$ cat src/rtl/nibble_serial_adder_ctrl.sv
// Nibble-serial operand/control stage driving an external 4-bit adder slice.
// Optional subtract mode enabled by defining NSA_SUBTRACT_EN (adds the Sub port).
module nibble_serial_adder_ctrl #(
  parameter int unsigned WIDTH = 16
) (
  input  logic             Clk,
  input  logic             Reset_n,
  input  logic [WIDTH-1:0] Din,
  input  logic             LoadA,
  input  logic             LoadB,
  input  logic             Run,
`ifdef NSA_SUBTRACT_EN
  input  logic             Sub,
`endif
  output logic [3:0]       slice_a,
  output logic [3:0]       slice_b,
  output logic             slice_cin,
  input  logic [3:0]       slice_s,
  input  logic             slice_cout,
  output logic [WIDTH-1:0] Sum,
  output logic             Cout,
  output logic             Busy,
  output logic             Done
);

  localparam int unsigned NIBBLES = WIDTH / 4;
  localparam int unsigned IdxW    = (NIBBLES > 1) ? $clog2(NIBBLES) : 1;
  localparam logic [IdxW-1:0] LastIdx = IdxW'(NIBBLES - 1);

  typedef enum logic [1:0] {StIdle, StAdd, StDone} state_e;

  state_e                    state_q, state_d;
  logic [NIBBLES-1:0][3:0]   a_q, a_d;
  logic [NIBBLES-1:0][3:0]   b_q, b_d;
  logic [NIBBLES-1:0][3:0]   sum_q, sum_d;
  logic [IdxW-1:0]           idx_q, idx_d;
  logic                      carry_q, carry_d;
  logic                      cout_q, cout_d;
  logic                      run_q;
  logic                      start;
  logic                      sub_mode;
  logic                      sub_start;

`ifdef NSA_SUBTRACT_EN
  logic sub_q, sub_d;

  assign sub_mode  = sub_q;
  assign sub_start = Sub;

  always_ff @(posedge Clk or negedge Reset_n) begin
    if (!Reset_n) begin
      sub_q <= 1'b0;
    end else begin
      sub_q <= sub_d;
    end
  end
`else
  assign sub_mode  = 1'b0;
  assign sub_start = 1'b0;
`endif

  assign start = Run & ~run_q;

  always_ff @(posedge Clk or negedge Reset_n) begin
    if (!Reset_n) begin
      state_q <= StIdle;
      a_q     <= '0;
      b_q     <= '0;
      sum_q   <= '0;
      idx_q   <= '0;
      carry_q <= 1'b0;
      cout_q  <= 1'b0;
      run_q   <= 1'b0;
    end else begin
      state_q <= state_d;
      a_q     <= a_d;
      b_q     <= b_d;
      sum_q   <= sum_d;
      idx_q   <= idx_d;
      carry_q <= carry_d;
      cout_q  <= cout_d;
      run_q   <= Run;
    end
  end

  always_comb begin
    state_d   = state_q;
    a_d       = a_q;
    b_d       = b_q;
    sum_d     = sum_q;
    idx_d     = idx_q;
    carry_d   = carry_q;
    cout_d    = cout_q;
    slice_a   = 4'h0;
    slice_b   = 4'h0;
    slice_cin = 1'b0;
`ifdef NSA_SUBTRACT_EN
    sub_d     = sub_q;
`endif

    case (state_q)
      StIdle, StDone: begin
        // Loads win over a coincident Run edge.
        if (LoadA || LoadB) begin
          if (LoadA) a_d = Din;
          if (LoadB) b_d = Din;
          state_d = StIdle;
        end else if (start) begin
          idx_d   = '0;
          carry_d = sub_start;
`ifdef NSA_SUBTRACT_EN
          sub_d   = Sub;
`endif
          state_d = StAdd;
        end
      end

      StAdd: begin
        slice_a        = a_q[idx_q];
        slice_b        = b_q[idx_q] ^ {4{sub_mode}};
        slice_cin      = carry_q;
        sum_d[idx_q]   = slice_s;
        carry_d        = slice_cout;
        if (idx_q == LastIdx) begin
          cout_d  = slice_cout;
          state_d = StDone;
        end else begin
          idx_d = idx_q + IdxW'(1);
        end
      end

      default: state_d = StIdle;
    endcase
  end

  assign Sum  = sum_q;
  assign Cout = cout_q;
  assign Busy = (state_q == StAdd);
  assign Done = (state_q == StDone);

endmodule

$ cat config.mk
export PLATFORM = sky130hd
export DESIGN_NAME = nibble_serial_adder_ctrl
export DESIGN_NICKNAME = d
export VERILOG_FILES = /design/src/rtl/nibble_serial_adder_ctrl.sv
export SDC_FILE = /design/constraint.sdc
export NUM_CORES = 1
export LEC_CHECK = 0
export CORE_AREA = 3 3 104 106
export DETAILED_ROUTE_END_ITERATION = 7
export DIE_AREA = 0 0 107 109
export DONT_BUFFER_PORTS = 1
export GPL_TIMING_DRIVEN = 1
export PLACE_DENSITY_LB_ADDON = 0.3
export REMOVE_ABC_BUFFERS = 1
export SLEW_MARGIN = 20
export SYNTH_ARGS = -nofsm -noshare
export SYNTH_HDL_FRONTEND = slang
export SYNTH_SLANG_ARGS = --single-unit
$ cat constraint.sdc
create_clock -name Clk -period 1.6 [get_ports Clk]
set_input_delay 0.32 -clock Clk [delete_from_list [all_inputs] [get_ports Clk]]
set_output_delay 0.32 -clock Clk [all_outputs]
set_load 0.1 [all_outputs]
[Word-level counts from Yosys, hierarchy flattened]
Cells that the tools add are included.
Widths: inputs -> output; s select.
Storage, ports and cells
  bits in registers: 55
  latch bits: 0
  RAM bits: 0
  bits in read-only memories: 0
  input port bits: 26
  output and inout bits: 28
  word-level logic and storage cells: 62
  memories: 0
Cells by class
  add/subtract/negate cells: 1
  multiply operators: 0
  divide/modulo/power cells: 0
  order comparisons: 2
  eq/ne operators: 8
  shifts and indexed selects: 0
  multiplexer cells: 21
  bitwise operators: 2
  reductions and logical operators: 11
Operator list (count)
  $mux 4: 5
  $bmux 4 s2: 2
  $bwmux 16: 1
  $mux 2: 6
  $reduce_and 3->1: 3
  $demux 4 s2: 1
  $pmux 2 s2: 2
  $ne 2x2->1 const B: 3
  $eq 2x2->1 const B: 2
  $reduce_and 2->1: 2
  $reduce_and 4->1: 1
  $lt 2x3->1 const B: 1
  $mux 1: 3
  $ne 3x3->1 const B: 1
  $add 2x1->2 const B: 1
  $eq 2x1->1 const B: 1
  $ge 2x1->1 const B: 1
  $logic_not 2->1: 1
  $ne 2x1->1 const B: 1
  $pmux 1 s2: 1
  $reduce_bool 2->1: 1
  $reduce_or 2->1: 1
  $and 1x1->1: 1
  $logic_and 1x1->1: 1
  2 further kinds: 2

[Longest topological paths before layout]
  word-level depth: 5
  depth in mapped cells: 5
  depth with buffers taken out: 4

[Worst setup path after synthesis]
OpenSTA, ideal clock, no wires.
  path kind: reg-to-output
  start: register state_q[1]
  end: output port slice_a[0]
  data arrival time: 2.050 ns
  data required time: 1.280 ns
  path slack: -0.770 ns
  stages on the path, launching flop included: 4
  buffers on the path: 1
  path through: dfrtp_1 -> and2b_4 -> buf_2 -> and2_1
On the way
  longest elaborated chain between the ends: 2
Ends and longest elaborated chain
  from (decl): line 32  | state_e state_q, state_d;
  from (signal assigned): line 66  | state_q <= StIdle;
  from (signal assigned): line 75  | state_q <= state_d;
  $eq 2x1->1
  named net Busy: line 22  | output logic Busy,
  $mux 4: line 101  | case (state_q)
  to (decl): line 15  | output logic [3:0] slice_a,
The timed path passes the listed nets, and every way through them passes these cells.

[Worst setup path after layout]
  start: register idx_q[0]
  end: output port slice_b[1]
On the way
  longest elaborated chain between the ends: 3
Ends and longest elaborated chain
  from (decl): line 36  | logic [IdxW-1:0] idx_q, idx_d;
  from (signal assigned): line 79  | idx_q <= idx_d;
  $bmux 4 s2: line 120  | slice_b = b_q[idx_q] ^ {4{sub_mode}};
  $mux 4 (not written as such): line 120
  $mux 4: line 101
  to (decl): line 16  | output logic [3:0] slice_b,
No other way between the ends. The select of a mux whose other input is x is not followed.

==> results.py <==
metrics = {
    "layout": {
        "final_cell_area_mm2": 0.00333,
        "multiInputGateArea_mm2": 0.00113,
        "area_growth_pct": 34.8,
        "fill_cells": 947,
        "diodes": 0,
        "drive_above_1_share_pct": 66.8,
        "nets": 231,
        "regArea_mm2": 0.00138,
    },
    "detailed_routing": {
        "drtIter0Drc": 34,
        "via_count": 1398,
        "dr.pass1.iters": 3,
        "avgViaCountPerCell": 4.17,
        "final_antenna_net_count": 0,
        "totalWireLength_um": 5370,
        "route.detailed.drc": 0,
        "wl_per_cell_um": 16.0,
    },
    "clock_network": {
        "ctsRootBufferMaster": "clkbuf_8",
        "clock_path_buffers": 2,
        "cts_sinks": 55,
        "htreeDepth": 2,
        "numCtsBuffers": 5,
        "path_clk_slew_ps": 110,
        "clk_latency_ps": 310,
        "cts_tree": "yes",
    },
    "worst_setup_path": {
        "cp_max_fo": 5,
        "path_class": "register to output port",
        "end_kind": "output port",
        "cp-start-kind": "register",
        "crit_arrival_ps": 1680,
        "crit_required_ps": 1280,
    },
    "timing": {
        "finalHoldViolations": 55,
        "fin_crit_sh_pct": 125,
        "drv_slew": 0,
        "finalClockSkew_ps": 7.08,
        "setup_violations": 10,
        "grt_setup_unrepaired": "true",
        "min_period_ps": 2000,
        "max_freq_mhz": 501,
        "hold-worst-slack_ps": -305,
        "worst_pin_slew_ps": 341,
        "final.setup.worst_slack_ps": -397,
        "timing.slew.headroom_pct": 77.2,
    },
    "floorplan": {
        "die_h_um": 109,
        "io_pins": 54,
        "start_util_pct": 25.0,
        "die_w_um": 107,
        "std_cell_rows": 36,
        "core_mm2": 0.00986,
        "dieArea_mm2": 0.0117,
    },
    "logic_synthesis": {
        "synth_flop_cell": "dfrtp_1",
        "synth_cells": 156,
        "post-synth-top-count-cell": "dfrtp_1",
        "synthesis.area_mm2": 0.00247,
        "yosys-top-cells-count": "55 x dfrtp_1, 45 x mux2_2, 9 x and2_1",
        "postSynth.asyncResetShare_pct": 100,
        "syn_avg_cell_area_um2": 15.8,
        "synth_warnings": 0,
        "yosysTopAreaCell": "dfrtp_1",
        "synth_seq_cells": 55,
        "synth_edf_count": 0,
        "synthTopCellsByArea": "dfrtp_1 56%, mux2_2 21%, mux4_2 7.3%",
        "yosys.area.top_type_share_pct": 55.8,
        "synth_cell_types": 22,
        "yosysSeqAreaShare_pct": 55.8,
    },
    "global_routing": {
        "grt_pass1_wl_um": 8400,
        "track_usage_pct": 9.37,
        "grt.overflow.total": 0,
        "grt_max_degree": 56,
        "grt_pass1_vias": 1524,
        "antenna_found_initial": 0,
    },
    "place": {
        "place.gp.congestion": 0.697,
        "dpl_cell_area_mm2": 0.00301,
        "io_buffers": 0,
        "hpwl_um": 3850,
    },
    "outcome": {
        "violations": "hold timing, setup timing",
        "status": "finished, violations left",
    },
    "hold_path": {
        "min_path_type": "input pin to async pin",
    },
    "flow_run": {
        "drv_cap": 0,
    },
}
## state kept, by name (all words and copies together) (netlist names)
register and flops:
idx_q 2, Sum 16, run_q 1, carry_q 1, b_q 16, a_q 16, Cout 1, state_q 2
## metrics by stage
step	worst slack, ps	util [%]	hold WS, ps	TNS, ps	cells
6_report	-397	33.7	-305	-3210	335
5_1_grt	-478	33.7	-346	-4090	335
4_1_cts	-416	32.9	-325	-3400	335
3_5_place_dp	-99.9	30.5	26.4	-789	322
3_3_place_gp	-111	30.5	25.8	-816	322
2_1_floorplan	-512	-	24.4	-7370	149
## path summary, 6_finish.rpt
path	start	end	slack, ps	depth (start not counted)
min in group Clk	Run	run_q	30	0
min reg2reg	b_q[11]	b_q[11]	510	1
max in group asynchronous	Reset_n	Sum[8]	1800	0
max reg2reg	idx_q[0]	Sum[8]	40	7
max	idx_q[0]	slice_b[1]	-400	4
min	Reset_n	b_q[5]	-310	0
## cell usage in the layout, fill, tap and decap left out
master	netlist	layout
dfrtp_1	55	55
mux2_2	45	39
clkbuf_8	0	5
and2b_4	1	2
buf_6	5	4
and2b_2	1	1
mux2_4	5	11
nand2b_1	1	1
and2_4	0	9
nor3b_4	0	1
nand2_4	4	3
mux4_2	8	8
inv_1	5	4
clkinvlp_4	0	1
nor3_2	0	1
buf_4	0	28
a31oi_4	0	1
nor2b_1	2	2
bufinv_16	0	2
and3_1	1	1
ha_4	0	2
o31ai_1	1	1
nand2_8	0	1
buf_12	0	12
inv_4	0	1
ha_2	0	2
a22o_2	1	1
nand2_1	2	2
nand3_1	1	1
## cell families after synthesis
logic type | share of synthesized area (%)
AOI/OAI and AO/OA | 0.964
adders and majority gates | 2.03
buffers and inverters | 3.45
DFF | 55.8
muxes | 30.9
and+or+nand+nor | 6.90
## final cells by class
cell class,count,area share (%)
multi-input cells,90,34.0
clock buffers,5,2.07
clock inverters,3,2.03
flip-flops and latches,55,41.4
well taps,133,5.00
repair buffers,44,14.9
inverters,5,0.639
## critical path, cell delays in order, from the launching register on
cell,delay [ps]
dfrtp_1,410
buf_6,150
mux4_2,490
and2_4,160
buf_12,160
## timing repair
item | 4_1_cts | 5_1_grt
setup endpoints to repair | 20 | 30
pin swaps | 10 | 2
gates cloned | 1 | 0
setup buffers | 4 | 2
endpoints found under the hold margin | 55 | 55
gates resized for setup | 21 | 17
## routing by layer
layer | vias to the layer above | global-route usage [%] | share of wire (%)
met5 | - | 0 | 0
met4 | 0 | 2.47 | 0.99
met3 | 5 | 3.26 | 5.3
met2 | 29 | 15.4 | 50
met1 | 726 | 11.8 | 43
li1 | 638 | - | -
Power is left out: the tool's default activity adds up to more than one toggle a clock period on the data nets, which glitch-free logic cannot reach.
